===== src/rtl/spi_slave_if.sv =====
// spi_slave_if: SPI pins plus TX/RX handshake bundle for spi_slave.
interface spi_slave_if #(parameter int DATA_WIDTH = 8);
   logic                  sclk;
   logic                  slaveSelect;
   logic                  slaveDataIn;
   logic                  slaveDataOut;
   logic [DATA_WIDTH-1:0] txData;
   logic                  txLoad;
   logic                  txReady;
   logic [DATA_WIDTH-1:0] rxData;
   logic                  rxValid;
   logic                  rxAck;
   logic                  overrun;
   logic                  underrun;
   modport slave (
      input  sclk, slaveSelect, slaveDataIn, txData, txLoad, rxAck,
      output slaveDataOut, txReady, rxData, rxValid, overrun, underrun
   );
   modport master (
      output sclk, slaveSelect, slaveDataIn, txData, txLoad, rxAck,
      input  slaveDataOut, txReady, rxData, rxValid, overrun, underrun
   );
endinterface


===== src/rtl/spi_slave.sv =====
// spi_slave: mode-0 SPI slave oversampled on clk, with one-deep TX buffer and RX register.
module spi_slave #(
   parameter int                    DATA_WIDTH  = 8,
   parameter int                    SYNC_STAGES = 2,
   parameter logic [DATA_WIDTH-1:0] IDLE_FILL   = '1
) (
   input logic        clk,
   input logic        rst,
   spi_slave_if.slave bus
);
   localparam int            CW   = $clog2(DATA_WIDTH);
   localparam logic [CW-1:0] LAST = CW'(DATA_WIDTH - 1);
   typedef enum logic [1:0] {IDLE, LOAD, SHIFT} state_e;
   state_e                 state_q;
   logic [SYNC_STAGES-1:0] sclk_sync_q, ss_sync_q, mosi_sync_q;
   logic                   sclk_prev_q, ss_prev_q, miso_q;
   logic                   tx_ready_q, rx_valid_q, overrun_q, underrun_q;
   logic [CW-1:0]          cnt_q;
   logic [DATA_WIDTH-1:0]  tx_buf_q, rx_data_q, rx_shift_d, tx_load_d;
   logic [DATA_WIDTH-2:0]  tx_shift_q, rx_shift_q;
   logic                   sclk_s, ss_s, mosi_s, rise, fall;
   // Equal synchroniser depth on all three pins keeps MOSI aligned with the detected SCLK edge.
   assign sclk_s     = sclk_sync_q[SYNC_STAGES-1];
   assign ss_s       = ss_sync_q[SYNC_STAGES-1];
   assign mosi_s     = mosi_sync_q[SYNC_STAGES-1];
   assign rise       = sclk_s & ~sclk_prev_q;
   assign fall       = ~sclk_s & sclk_prev_q;
   assign rx_shift_d = {rx_shift_q, mosi_s};
   assign tx_load_d  = tx_ready_q ? IDLE_FILL : tx_buf_q;
   always_ff @(posedge clk) begin
      if (rst) begin
         state_q     <= IDLE;
         sclk_sync_q <= '0;
         ss_sync_q   <= '0;
         mosi_sync_q <= '0;
         sclk_prev_q <= 1'b0;
         ss_prev_q   <= 1'b0;
         miso_q      <= 1'b0;
         tx_ready_q  <= 1'b1;
         rx_valid_q  <= 1'b0;
         overrun_q   <= 1'b0;
         underrun_q  <= 1'b0;
         cnt_q       <= '0;
         tx_buf_q    <= '0;
         rx_data_q   <= '0;
         tx_shift_q  <= '0;
         rx_shift_q  <= '0;
      end else begin
         sclk_sync_q <= {sclk_sync_q[SYNC_STAGES-2:0], bus.sclk};
         ss_sync_q   <= {ss_sync_q[SYNC_STAGES-2:0], bus.slaveSelect};
         mosi_sync_q <= {mosi_sync_q[SYNC_STAGES-2:0], bus.slaveDataIn};
         sclk_prev_q <= sclk_s;
         ss_prev_q   <= ss_s;
         if (bus.txLoad && tx_ready_q) begin
            tx_buf_q   <= bus.txData;
            tx_ready_q <= 1'b0;
         end
         if (bus.rxAck) rx_valid_q <= 1'b0;
         if (!ss_s) begin
            state_q <= IDLE;
            miso_q  <= 1'b0;
            cnt_q   <= '0;
         end else begin
            case (state_q)
               IDLE: state_q <= ss_prev_q ? IDLE : LOAD;
               LOAD: begin
                  tx_shift_q <= tx_load_d[DATA_WIDTH-2:0];
                  miso_q     <= tx_load_d[DATA_WIDTH-1];
                  if (tx_ready_q) underrun_q <= 1'b1;
                  else tx_ready_q <= 1'b1;
                  cnt_q   <= '0;
                  state_q <= SHIFT;
               end
               SHIFT: begin
                  if (rise) begin
                     rx_shift_q <= rx_shift_d[DATA_WIDTH-2:0];
                     cnt_q      <= cnt_q + 1'b1;
                     if (cnt_q == LAST) begin
                        rx_data_q  <= rx_shift_d;
                        rx_valid_q <= 1'b1;
                        if (rx_valid_q && !bus.rxAck) overrun_q <= 1'b1;
                        state_q <= LOAD;
                     end
                  end else if (fall && cnt_q != '0) begin
                     tx_shift_q <= tx_shift_q << 1;
                     miso_q     <= tx_shift_q[DATA_WIDTH-2];
                  end
               end
               default: state_q <= IDLE;
            endcase
         end
      end
   end
   assign bus.slaveDataOut = miso_q;
   assign bus.txReady      = tx_ready_q;
   assign bus.rxData       = rx_data_q;
   assign bus.rxValid      = rx_valid_q;
   assign bus.overrun      = overrun_q;
   assign bus.underrun     = underrun_q;
endmodule


===== src/flat_wrapper.sv =====
// flat-port wrapper written by rule: the top's interface ports become plain ports
module spi_slave_flat 
#(
   parameter int                    DATA_WIDTH  = 8,
   parameter int                    SYNC_STAGES = 2,
   parameter logic [DATA_WIDTH-1:0] IDLE_FILL   = '1
)
  (clk, rst, bus_sclk, bus_slaveSelect, bus_slaveDataIn, bus_txData, bus_txLoad, bus_rxAck, bus_slaveDataOut, bus_txReady, bus_rxData, bus_rxValid, bus_overrun, bus_underrun);
  spi_slave_if #(.DATA_WIDTH(DATA_WIDTH)) bus_i ();
  input logic clk;
  input logic rst;
  input wire logic [$bits(bus_i.sclk)-1:0] bus_sclk;
  input wire logic [$bits(bus_i.slaveSelect)-1:0] bus_slaveSelect;
  input wire logic [$bits(bus_i.slaveDataIn)-1:0] bus_slaveDataIn;
  input wire logic [$bits(bus_i.txData)-1:0] bus_txData;
  input wire logic [$bits(bus_i.txLoad)-1:0] bus_txLoad;
  input wire logic [$bits(bus_i.rxAck)-1:0] bus_rxAck;
  output wire logic [$bits(bus_i.slaveDataOut)-1:0] bus_slaveDataOut;
  output wire logic [$bits(bus_i.txReady)-1:0] bus_txReady;
  output wire logic [$bits(bus_i.rxData)-1:0] bus_rxData;
  output wire logic [$bits(bus_i.rxValid)-1:0] bus_rxValid;
  output wire logic [$bits(bus_i.overrun)-1:0] bus_overrun;
  output wire logic [$bits(bus_i.underrun)-1:0] bus_underrun;
  assign bus_i.sclk = bus_sclk;
  assign bus_i.slaveSelect = bus_slaveSelect;
  assign bus_i.slaveDataIn = bus_slaveDataIn;
  assign bus_i.txData = bus_txData;
  assign bus_i.txLoad = bus_txLoad;
  assign bus_i.rxAck = bus_rxAck;
  assign bus_slaveDataOut = bus_i.slaveDataOut;
  assign bus_txReady = bus_i.txReady;
  assign bus_rxData = bus_i.rxData;
  assign bus_rxValid = bus_i.rxValid;
  assign bus_overrun = bus_i.overrun;
  assign bus_underrun = bus_i.underrun;
  spi_slave #(.DATA_WIDTH(DATA_WIDTH), .SYNC_STAGES(SYNC_STAGES), .IDLE_FILL(IDLE_FILL)) u_core (.clk(clk), .rst(rst), .bus(bus_i));
endmodule

===== config.mk =====
export PLATFORM = sky130hd
export DESIGN_NAME = spi_slave_flat
export DESIGN_NICKNAME = d
export VERILOG_FILES = /design/src/rtl/spi_slave_if.sv /design/src/rtl/spi_slave.sv /design/src/flat_wrapper.sv
export SDC_FILE = /design/constraint.sdc
export NUM_CORES = 1
export LEC_CHECK = 0
export CAP_MARGIN = 15
export CORE_MARGIN = 2
export CORE_UTILIZATION = 30
export CTS_BUF_LIST = sky130_fd_sc_hd__clkbuf_4
export DETAILED_ROUTE_END_ITERATION = 10
export PLACE_DENSITY_LB_ADDON = 0.3
export REMOVE_ABC_BUFFERS = 1
export SYNTH_ARGS = -nofsm -noshare
export SYNTH_HDL_FRONTEND = slang
export SYNTH_SLANG_ARGS = --single-unit

===== constraint.sdc =====
create_clock -name clk -period 1.96 [get_ports clk]
set_input_delay 0.49 -clock clk [delete_from_list [all_inputs] [get_ports clk]]
set_output_delay 0.49 -clock clk [all_outputs]
set_load 0.005 [all_outputs]

==> Word level (Yosys, flattened, before mapping) <==
Cells that the tools add are included.
{ "totals": {"input_bits": 15, "out_inout_bits": 13, "reg_bits": 48, "wordCells": 67} }
{ "classes": {"n_addsub": 1, "muxes": 22, "eq_ne": 7, "n_reduce_logical": 16, "bitwise_logic": 5} }
{ "op_table": {"columns": ["cell", "n"], "rows": [
  ["2-to-1 mux 7 bit", 2],
  ["case mux 7 bit (2 select lines)", 1],
  ["2-to-1 mux 1 bit", 12],
  ["AND reduction 3 bit", 3],
  ["2-to-1 mux 8 bit", 1],
  ["AND reduction 4 bit", 2],
  ["inequality test 2 x 1 -> 1 bit, second input constant", 3],
  ["case mux 2 bit (3 select lines)", 1],
  ["case mux 3 bit (2 select lines)", 1],
  ["AND reduction 5 bit", 1],
  ["2-to-1 mux 2 bit", 2],
  ["AND reduction 2 bit", 2],
  ["adder 3 x 1 -> 3 bit, second input constant", 1],
  ["== test 3 bit, second input constant", 1],
  ["logical AND 1 bit", 3],
  ["2-to-1 mux 3 bit", 1],
  ["inverter 1 bit", 3],
  ["nonzero test 3 bit", 1],
  ["bitwise AND 1 bit", 2],
  ["== test 2 x 1 -> 1 bit, second input constant", 1],
  ["== test 2 bit, second input constant", 1],
  ["zero test 2 bit", 1],
  ["inequality test 2 bit, second input constant", 1],
  ["case mux 1 bit (2 select lines)", 1],
  ["3 further kinds", 3]
]} }

==> Depth between registers and ports, before layout <==
Gate-level depths: netlist of run 1.
{ "logic_depth": {"ltp_word": 6, "depth_mapped": 8, "depth_no_buf": 6} }

==> Worst setup path after synthesis of run 1 <==
Ideal clock, no wire load.
{ "synth_timing": {"path_kind": "register to register", "start": "reg u_core.cnt_q[0]", "end": "reg u_core.miso_q, in the netlist u_core.bus.slaveDataOut", "path_stages_with_launch": 7, "setup_ps": 70, "period_less_slack_ps": 1645, "t_required_ps": 1890, "arrival_time_ps": 1576, "path_buffers": 0, "setup_slack_ps": 315, "cell_sequence": "dfxtp_1 -> inv_1 -> ha_1 -> nor2b_1 -> o31a_1 -> or4_1 -> a21oi_1"} }
{ "synth_between": {"elab_chain_cells": 4} }
{ "synth_rtl": {"columns": ["element", "line", "rtl"], "rows": [
  ["start, declared", "spi_slave.sv:18", "logic [CW-1:0] cnt_q;"],
  ["start signal, assigned", "spi_slave.sv:77", "cnt_q <= cnt_q + 1'b1;"],
  ["nonzero test 3 bit", "spi_slave.sv:84", "end else if (fall && cnt_q != '0) begin"],
  ["logical AND 1 bit", "spi_slave.sv:84", null],
  ["inequality test 2 x 1 -> 1 bit (no line)", null, null],
  ["AND reduction 3 bit (no line)", null, null],
  ["end signal, assigned", "spi_slave.sv:68", "miso_q <= tx_load_d[DATA_WIDTH-1];"],
  ["end signal, assigned", "spi_slave.sv:86", "miso_q <= tx_shift_q[DATA_WIDTH-2];"],
  ["end, declared", "spi_slave.sv:16", "logic sclk_prev_q, ss_prev_q, miso_q;"]
]} }
No other way between the ends.
A chain may end at the register's enable or synchronous reset.

==> Final worst setup path of run 1 <==
{ "layout_timing": {"start": "reg u_core.underrun_q, in the netlist u_core.bus.underrun", "end": "out bus_underrun"} }
{ "layout_rtl": {"columns": ["element", "line", "rtl"], "rows": [
  ["start, declared", "spi_slave.sv:17", "logic tx_ready_q, rx_valid_q, overrun_q, underrun_q;"],
  ["start signal, assigned", "spi_slave.sv:42", "underrun_q <= 1'b0;"],
  ["start signal, assigned", "spi_slave.sv:69", "if (tx_ready_q) underrun_q <= 1'b1;"],
  ["end, declared", "flat_wrapper.sv:23", "output wire logic [$bits(bus_i.underrun)-1:0] bus_underrun;"]
]} }
No word-level cell between the ends.

==> results.md, run 1 <==
* Most used flip-flop cell after synthesis: dfxtp_1
* Endpoint of the worst hold path: u_core.ss_sync_q[1]$_SDFF_PP0_
* Startpoint type of the worst setup path: flip-flop
* Reg-to-reg endpoint: u_core.bus.slaveDataOut$_SDFFE_PP0P_
* Share of the synthesized area in the top cell type at 0.489
* H-tree Lvls at 2
* Chip width at 84.9 um
* Leakage at 0.856 nW
* CORE AREA at 6350 um2
* Number of DRC violations after detailed-routing iteration 0 at 63
* Final-report setup violation count at 0
* Post-layout total power at 0.00160 W
* Warnings from Yosys at 0
* Diode count at 0
* Maximum clock frequency at 580 MHz
* Post-Route Skew at 0.00614 ns
* Number of buffer cells added on primary ports at 27
* Library cell used as clock root buffer: clkbuf_4
* Final critical-path share of the clock period at 0.880
* Largest fanout of any net on the critical path at 2
* Total iterations of the first detailed-routing run at 4
* Combined buffer and inverter count along the critical path at 1
* Worst-path cell with the longest stage delay: clkdlybuf4s50_1
* CTS Buf Count at 5
* Startpoint of the lowest-slack hold path: u_core.ss_sync_q[0]$_SDFF_PP0_
* Weighted congestion reported at the end of routability-driven placement at 0.745
* Sum of negative setup slack at 0 ns
* Syn Area/Cell at 8.33 um2
* Post-placement cell area at 2310 um2
* Top library cells by usage in the layout, fill and taps aside: dfxtp_1, nand2_1, a21oi_1
* Fraction of layout instances using a drive strength above 1 at 0.0720
* Worst hold stages at 1
* Worst hold path type: reg -> reg
* Maximum clock insertion buffer count at 2
* P&R area growth vs syn at 20.6%
* Slew HR at 0.799
* Via count normalized by instance count at 4.66
* Maximum number of pins on one net before global-route repair at 37
* Cell area after synthesis at 1970 um2
* Hold-fix buffers at CTS at 0
* Worst Setup End Kind: output pin
* Largest incremental delay on the critical path at 0.51 ns
* Wire length of the first global-routing pass at 6400 um
* Height of the die at 84.9 um
* Dominant cells by area after synthesis: dfxtp_1, a21oi_1, nand2_1
* Clk pin slew, worst setup/hold paths at 0.13 ns
* Total half-perimeter wirelength after legalization and detailed placement at 2560 um
* Via count at 1,590
* Antenna Violating Nets Remaining at 0
* Sum of routed wire length over all layers at 3740 um
* # fillers at 685
* Measured slew at the worst slew-check pin at 0.300 ns
* Total die area at 7220 um2
* Starting utilization of the core area at 0.310
* Setup repair after global routing missed its margin: false
* Initial antenna violation count at 0
* Number of synthesized flops with an enable pin at 0
* Hold Vio Cnt, Final at 0
* Final Slew Violations at 0
* Mean routed wirelength per cell at 11.0 um
* Launching point of the worst reg2reg path: u_core.cnt_q[0]$_SDFFE_PP0P_
* Vias in the first global route at 1,439
* CTS tree: done
* Residual DRC at 0
* Biggest area consumer among synthesized cells: dfxtp_1
* FP Rows at 29
* Worst Reg-to-Reg Cells at 6
* Slack of the worst reg-to-reg path at 0.24 ns
* Synth cell types at 30
* Series of cell instances along the critical path: clkdlybuf4s50_1
* Final design instance area without fill at 2370 um2
* Synthesized instance count at 236
* Max Cap Viol at 0
* NumNets Final at 285
* CP delay by family, top: buffers and inverters
* Clock latency at the later pin of the worst-skew pair at 0.36 ns
* Number of placed I/O pins at 28
* Post-synthesis sequential element count at 48
* Async set-reset flop share out of synthesis at 0
* Fraction of the yosys area taken by sequential cells at 0.489
* Critical path data arrival time at 1.24 ns
* Overall Global Routing Usage at 0.110
* Cells resized by post-CTS repair at 0
* Outcome: finished, final reports clean
* Period minus WS final at 1.73 ns
* Worst setup path category: reg -> out
* Residual overflow from global routing at 0
* Total clock sinks at 48
* VDD IR max at 0.275 mV
* Post-CTS setup buffer count at 0
* Power density over the cells at 673 nW/um2
* Most common library cell in the layout ignoring fill and taps: dfxtp_1
* Req. time, crit path at 1.47 ns
## final cells by class
class                           count  area [um2]  share of cell area
Multi-Input combinational cell    167         896               0.378
Clock inverter                      1        3.75             0.00158
Tap cell                           77        96.3              0.0406
Timing Repair Buffer               34         335               0.141
Clock buffer                        7        52.6              0.0222
Sequential cell                    48         961               0.405
Inverter                            7        26.3              0.0111
## cells by family after synthesis
group,Yosys count,synth area share
AOI/OAI and AO/OA,57,0.163
buffers and inverters,21,0.0560
and+or+nand+nor,103,0.248
DFF,48,0.489
adders and majority gates,7,0.0446
## synth_stat cells (2+ instances only)
cell / count
buf_6: 2
ha_1: 7
nand2_1: 47
nor2_1: 17
dfxtp_1: 48
nor2b_1: 15
nand3_1: 13
o41ai_1: 6
a21oi_1: 38
a21o_1: 2
buf_2: 2
inv_1: 7
clkbuf_1: 8
o21ai_0: 8
## where the power goes
group / internal (W) / switching [W]
clock: 0.000166 / 0.000303
sequential: 0.000996 / 0.0000106
combinational: 0.0000613 / 0.0000585
total: 0.00122 / 0.000372
## through the flow
step                      std cells   util  hold slack [ns]  setup WS (ns)
after floorplan                 222      -            0.414          0.210
after global placement          333  0.364            0.418          0.267
after detailed placement        333  0.364            0.423          0.240
after CTS                       341  0.373            0.455          0.202
after global routing            341  0.373            0.470         0.0507
final                           341  0.373            0.454          0.235
## state kept, by name, summed over array words and instances (netlist names)
register	flops
u_core.mosi_sync_q	2
u_core.bus.txReady	1
u_core.tx_shift_q	7
u_core.bus.underrun	1
u_core.ss_sync_q	2
u_core.cnt_q	3
u_core.bus.rxData	8
u_core.bus.overrun	1
u_core.ss_prev_q	1
u_core.rx_shift_q	7
u_core.tx_buf_q	8
u_core.state_q	2
u_core.bus.slaveDataOut	1
u_core.bus.rxValid	1
u_core.sclk_sync_q	2
u_core.sclk_prev_q	1
## per-layer routing
layer / track usage / vias up / share of wire / wire, um
li1: - / 846 / - / -
met4: 0.0390 / 0 / 0.016 / 59
met2: 0.171 / 26 / 0.44 / 1630
met1: 0.138 / 713 / 0.50 / 1880
met5: 0 / - / 0 / 0
met3: 0.0428 / 5 / 0.046 / 171
## worst max path at each step
stage | start | to | slack, ns | depth (start not counted)
global placement | u_core.cnt_q[0]$_SDFFE_PP0P_ | u_core.bus.slaveDataOut$_SDFFE_PP0P_ | 0.27 | 6
finish | u_core.bus.underrun$_SDFFE_PP0P_ | bus_underrun | 0.23 | 1
global route | u_core.state_q[0]$_SDFFE_PP0P_ | u_core.bus.rxData[2]$_SDFFE_PP0P_ | 0.05 | 6
floorplan | u_core.state_q[0]$_SDFFE_PP0P_ | u_core.bus.rxData[0]$_SDFFE_PP0P_ | 0.21 | 6
detailed placement | u_core.state_q[0]$_SDFFE_PP0P_ | u_core.bus.rxData[5]$_SDFFE_PP0P_ | 0.24 | 6
CTS | u_core.state_q[0]$_SDFFE_PP0P_ | u_core.bus.rxData[1]$_SDFFE_PP0P_ | 0.20 | 6
Power figures use the tool's default switching activity.
==> run 2: changes to the inputs <==
--- a/config.mk
+++ b/config.mk
@@ -5,13 +5,14 @@
 export SDC_FILE = /design/constraint.sdc
 export NUM_CORES = 1
 export LEC_CHECK = 0
-export CAP_MARGIN = 15
 export CORE_MARGIN = 2
 export CORE_UTILIZATION = 30
 export CTS_BUF_LIST = sky130_fd_sc_hd__clkbuf_4
 export DETAILED_ROUTE_END_ITERATION = 10
+export MAX_ROUTING_LAYER = met4
 export PLACE_DENSITY_LB_ADDON = 0.3
 export REMOVE_ABC_BUFFERS = 1
+export SETUP_SLACK_MARGIN = 0.4
 export SYNTH_ARGS = -nofsm -noshare
 export SYNTH_HDL_FRONTEND = slang
 export SYNTH_SLANG_ARGS = --single-unit
==> run 2 against run 1 <==
- clock power shrank 1%
- first-iteration DRC count shrank 13%
- die area stayed put
- setup slack better by 0.14 ns
- non-clock buffer count up 4
- sequential power about the same
- sequential share of layout area decreased by 1.4 points
- largest power group unchanged
==> results.md, run 2 (synthesized netlist as in run 1, its figures left out) <==
* Post-Route Skew at 0.00855 ns
* Hold Vio Cnt, Final at 0
* Worst-path cell with the longest stage delay: or4_4
* Capture point of the worst path: u_core.bus.slaveDataOut$_SDFFE_PP0P_
* Final-report setup violation count at 0
* Residual overflow from global routing at 0
* Logic gate share of total power at 0.079
* Critical path data arrival time at 1.89 ns
* Final Slew Violations at 0
* Measured slew at the worst slew-check pin at 0.299 ns
* Largest incremental delay on the critical path at 0.48 ns
* Maximum clock insertion buffer count at 2
* Slew HR at 0.800
* Antenna Violating Nets Remaining at 0
* Power share of the clock group at 0.290
* NetSw at 0.000370 W
* Top library cells by usage in the layout, fill and taps aside: nand2_1, a21oi_1, dfxtp_1
* Leakage at 1.01 nW
* Startpoint type of the worst setup path: flip-flop
* Initial antenna violation count at 0
* Reg-to-reg endpoint: u_core.bus.slaveDataOut$_SDFFE_PP0P_
* Most common library cell in the layout ignoring fill and taps: nand2_1
* P&R area growth vs syn at 27.6%
* Period minus WS final at 1.59 ns
* Pre-CTS worst setup slack at 0.240 ns
* Library cell used as clock root buffer: clkbuf_4
* Final critical-path share of the clock period at 0.810
* Final Worst Setup Slack at 0.372 ns
* Number of buffer cells added on primary ports at 27
* H-tree Lvls at 2
* Sum of routed wire length over all layers at 3830 um
* NumNets Final at 289
* Global-route met2 utilization at 0.182
* Total clock sinks at 48
* Most congested layer reported by global routing: met2
* Max Cap Viol at 0
* Wire length of the first global-routing pass at 6600 um
* Worst hold path type: reg -> reg
* FP Rows at 29
* Launching point of the worst reg2reg path: u_core.cnt_q[1]$_SDFFE_PP0P_
* CTS Buf Count at 5
* CP delay by family, top: simple AND/OR/NAND/NOR gates
* Via count at 1,613
* Diode count at 0
* Chip width at 84.9 um
* Crit path launch: u_core.cnt_q[1]$_SDFFE_PP0P_
* Maximum number of pins on one net before global-route repair at 37
* Weighted congestion reported at the end of routability-driven placement at 0.754
* Req. time, crit path at 2.26 ns
* CORE AREA at 6350 um2
* Number of DRC violations after detailed-routing iteration 0 at 55
* Height of the die at 84.9 um
* Sum of negative setup slack at 0 ns
* Largest fanout of any net on the critical path at 2
* Residual DRC at 0
* Slack of the worst reg-to-reg path at 0.37 ns
* Maximum clock frequency at 630 MHz
* Mean routed wirelength per cell at 11.1 um
* Starting utilization of the core area at 0.310
* Switching share of total power at 0.232
* VDD IR max at 0.275 mV
* Power density over the cells at 636 nW/um2
* Setup repair after global routing missed its margin: true
* Total iterations of the first detailed-routing run at 4
* Worst Setup End Kind: flip-flop
* Vias in the first global route at 1,501
* Clk pin slew, worst setup/hold paths at 0.13 ns
* Met3 track demand over resource at 0.0311
* Fraction of layout instances using a drive strength above 1 at 0.213
* CTS tree: done
* Worst setup path category: reg -> reg
* Sequential Power Share at 0.631
* Total half-perimeter wirelength after legalization and detailed placement at 2560 um
* Met1 track demand over resource in global routing at 0.138
* Cell-internal power at 0.00122 W
* Critical path depth in cells at 6
* Via count normalized by instance count at 4.68
* Clock latency at the later pin of the worst-skew pair at 0.36 ns
* Number of placed I/O pins at 28
* Combined buffer and inverter count along the critical path at 1
* Total die area at 7220 um2
* Series of cell instances along the critical path: inv_2, ha_2, nor2b_4, o31a_1, or4_4, a21oi_2
* Worst Reg-to-Reg Cells at 6
* Outcome: finished, final reports clean
* Overall Global Routing Usage at 0.116
run 2: cell count changes in the layout (fill, tap and decap cells not counted), moves of 6 or more:
cell	change
dfxtp_1	-17
dfxtp_2	+17
clkdlybuf4s50_1	-13
dlygate4sd2_1	+13
o21ai_0	-6
o21ai_1	+6
o41ai_1	-6
o41ai_2	+6
run 2: cell type report:
cell class	instances	area, um2
Timing Repair Buffer	38	353
Fill cell	673	3840
Clock buffer	7	52.6
Clock inverter	1	3.75
Sequential cell	48	982
Tap cell	77	96.3
Inverter	7	26.3
Multi-Input combinational cell	167	995
run 2: worst min path at each step:
| stage | to | slack (ns) | cells after the start | start |
|---|---|---|---|---|
| final | u_core.ss_sync_q[1]$_SDFF_PP0_ | 0.45 | 1 | u_core.ss_sync_q[0]$_SDFF_PP0_ |
| after global routing | u_core.mosi_sync_q[1]$_SDFF_PP0_ | 0.47 | 1 | u_core.mosi_sync_q[0]$_SDFF_PP0_ |
| after CTS | u_core.ss_sync_q[1]$_SDFF_PP0_ | 0.45 | 1 | u_core.ss_sync_q[0]$_SDFF_PP0_ |
| after detailed placement | u_core.ss_sync_q[1]$_SDFF_PP0_ | 0.42 | 1 | u_core.ss_sync_q[0]$_SDFF_PP0_ |
| after global placement | u_core.ss_sync_q[1]$_SDFF_PP0_ | 0.42 | 1 | u_core.ss_sync_q[0]$_SDFF_PP0_ |
| after floorplan | u_core.mosi_sync_q[1]$_SDFF_PP0_ | 0.41 | 1 | u_core.mosi_sync_q[0]$_SDFF_PP0_ |
run 2: power groups by stage:
stage,registers [W],clock network (W),logic (W)
2_1_floorplan,0.00103,0,0.0000451
3_3_place_gp,0.00103,0,0.000121
3_5_place_dp,0.00103,0,0.000122
4_1_cts,0.00101,0.000490,0.000123
5_1_grt,0.00101,0.000528,0.000140
6_report,0.00101,0.000463,0.000125
run 2: per-layer routing:
metal | routed length [um] | share of wire
met5 | 0 | 0
met4 | 56 | 0.015
met3 | 171 | 0.045
met2 | 1760 | 0.46
met1 | 1840 | 0.48
run 2: through the flow:
step | total power (W) | cells | cell area (um2) | utilization | hold WS (ns)
after global routing | 0.00168 | 345 | 2510 | 0.395 | 0.470
after floorplan | 0.00108 | 222 | 1880 | - | 0.414
after global placement | 0.00115 | 333 | 2310 | 0.364 | 0.418
after detailed placement | 0.00115 | 333 | 2310 | 0.364 | 0.423
after CTS | 0.00162 | 345 | 2440 | 0.385 | 0.455
final | 0.00159 | 345 | 2510 | 0.395 | 0.454
run 2: repair_timing:
action / 4_1_cts / 5_1_grt
buffers inserted: 4 / 0
pin swaps: 5 / 2
endpoints found under the setup margin: 30 / 25
resized for setup: 40 / 19
gates cloned: 0 / 0
hold buffers: 0 / 0
==> run 3: changes to the inputs <==
==> constraint.sdc (replaced) <==
create_clock -name clk -period 1.65 [get_ports clk]
set_input_delay 0.4125 -clock clk [delete_from_list [all_inputs] [get_ports clk]]
set_output_delay 0.4125 -clock clk [all_outputs]
set_load 0.005 [all_outputs]
==> run 3 against run 2 <==
- global-route usage grew 0.15 points
- worst hold slack lost 0.0011 ns
- register-to-register slack lost 0.32 ns
- clock-buffer cell count shrank 1
- power grew 17%
- via count grew 2.4%
- flip-flop and latch count is the same
- maximum frequency shrank 0.42%
- utilization grew 2.6 points
- cell area grew 6.5%
- critical endpoint unchanged
==> results.md, run 3 (synthesized netlist as in run 1, its figures left out) <==
* Largest fanout of any net on the critical path at 2
* Highest routing layer actually used: met4
* Total half-perimeter wirelength after legalization and detailed placement at 2640 um
* Routed wire length on met3 at 160 um
* Leakage at 1.07 nW
* Total clock sinks at 48
* Req. time, crit path at 1.93 ns
* Mean routed wirelength per cell at 11.6 um
* Sum of routed wire length over all layers at 4070 um
* Post-Route Skew at 0.0124 ns
* Slew HR at 0.811
* Wire length of the first global-routing pass at 6770 um
* Met2 routed WL at 1940 um
* Chip width at 84.9 um
* Final critical-path share of the clock period at 0.967
* Worst Reg-to-Reg Cells at 6
* Utilization after layout at 0.421
* Critical path data arrival time at 1.88 ns
* CTS Buf Count at 5
* H-tree Lvls at 2
* Residual DRC at 0
* Overall Global Routing Usage at 0.117
* Slack of the worst reg-to-reg path at 0.05 ns
* Final-report setup violation count at 0
* Capture point of the worst path: u_core.bus.slaveDataOut$_SDFFE_PP0P_
* FP Rows at 29
* Weighted congestion reported at the end of routability-driven placement at 0.738
* Clk pin slew, worst setup/hold paths at 0.13 ns
* Hold-fix buffers at CTS at 0
* Worst Setup End Kind: flip-flop
* P&R area growth vs syn at 36.0%
* Startpoint of the lowest-slack hold path: u_core.sclk_sync_q[0]$_SDFF_PP0_
* Number of buffer cells added on primary ports at 27
* Outcome: finished, final reports clean
* Vias in the first global route at 1,550
* Via count normalized by instance count at 4.70
* Height of the die at 84.9 um
* Total die area at 7220 um2
* Number of DRC violations after detailed-routing iteration 0 at 48
* Starting utilization of the core area at 0.310
* Measured slew at the worst slew-check pin at 0.282 ns
* Residual overflow from global routing at 0
* Diode count at 0
* Total iterations of the first detailed-routing run at 4
* Setup repair after global routing missed its margin: true
* Fraction of layout instances using a drive strength above 1 at 0.380
* Startpoint type of the worst setup path: flip-flop
* Crit path launch: u_core.cnt_q[0]$_SDFFE_PP0P_
* Top library cells by usage in the layout, fill and taps aside: nand2_1, dfxtp_1, a21oi_1
* Power density over the cells at 698 nW/um2
* Number of placed I/O pins at 28
* VDD IR max at 0.378 mV
* Worst setup path category: reg -> reg
* Maximum clock frequency at 627 MHz
* Most common library cell in the layout ignoring fill and taps: nand2_1
* Hold Vio Cnt, Final at 0
* Period minus WS final at 1.60 ns
* Clock latency at the later pin of the worst-skew pair at 0.34 ns
* Maximum clock insertion buffer count at 2
* Sum of negative setup slack at 0 ns
* Worst hold path type: reg -> reg
* Reg-to-reg endpoint: u_core.bus.slaveDataOut$_SDFFE_PP0P_
* Launching point of the worst reg2reg path: u_core.cnt_q[0]$_SDFFE_PP0P_
* Antenna Violating Nets Remaining at 0
* CORE AREA at 6350 um2
* Via count at 1,651
* Final Slew Violations at 0
* Library cell used as clock root buffer: clkbuf_4
* Initial antenna violation count at 0
* CTS tree: done
* Maximum number of pins on one net before global-route repair at 30
* NumNets Final at 296
* Wl on met1 at 1940 um
* Max Cap Viol at 0
run 3: cell types whose count changed in the layout (fill, tap and decap cells not counted), sizes merged:
cell	change
and2	+1
buf	+19
clkbuf	-1
dlygate4sd2	-13
run 3: where the power goes:
part           internal [W]  switching [W]  total (W)
clock              0.000174       0.000339   0.000514
combinational     0.0000762      0.0000811   0.000157
sequential          0.00118      0.0000126    0.00119
run 3: metrics by stage:
step / instances / setup WS (ns) / hold WS (ns) / area, um2 / total power (W)
final: 351 / 0.0549 / 0.453 / 2670 / 0.00186
after global routing: 351 / -0.000852 / 0.464 / 2670 / 0.00196
after CTS: 350 / 0.0255 / 0.452 / 2500 / 0.00189
after detailed placement: 337 / 0.0125 / 0.424 / 2340 / 0.00137
after global placement: 337 / 0.0399 / 0.416 / 2340 / 0.00137
after floorplan: 222 / -0.0995 / 0.414 / 1880 / 0.00128
run 3: how the worst min path moves through the flow:
stage / to / slack (ns) / cells past startpoint
floorplan: u_core.mosi_sync_q[1]$_SDFF_PP0_ / 0.41 / 1
finish: u_core.sclk_sync_q[1]$_SDFF_PP0_ / 0.45 / 1
detailed placement: u_core.sclk_sync_q[1]$_SDFF_PP0_ / 0.42 / 1
global route: u_core.sclk_sync_q[1]$_SDFF_PP0_ / 0.46 / 1
global placement: u_core.sclk_sync_q[1]$_SDFF_PP0_ / 0.42 / 1
CTS: u_core.sclk_sync_q[1]$_SDFF_PP0_ / 0.45 / 1
run 3: cell type report:
class	instances	area (um2)
clock buffer	6	45.0
clock inverter	1	5.00
fill	639	3680
inverter	7	26.3
multi-input combinational	168	1120
sequential	48	985
tap	77	96.3
timing repair buffer	44	390
run 3: what timing repair did:
action                     4_1_cts  5_1_grt
resized for setup              101       42
setup endpoints to repair       43       39
cloned                           2        0
buffers inserted                 4        1
pin swaps                       10       21
run 3: critical path, stage by stage, from the launching register on:
cell and delay (ns):
dfxtp_2 0.35, inv_2 0.05, ha_4 0.14, nor2b_4 0.11, o31a_1 0.27, or4_4 0.49, a21oi_2 0.12
run 3: per-layer routing:
layer  global-route usage  vias to the layer above
li1                     -                      867
met1                0.145                      754
met2                0.188                       28
met3               0.0302                        2
met4               0.0346                        0
met5                    -                        -
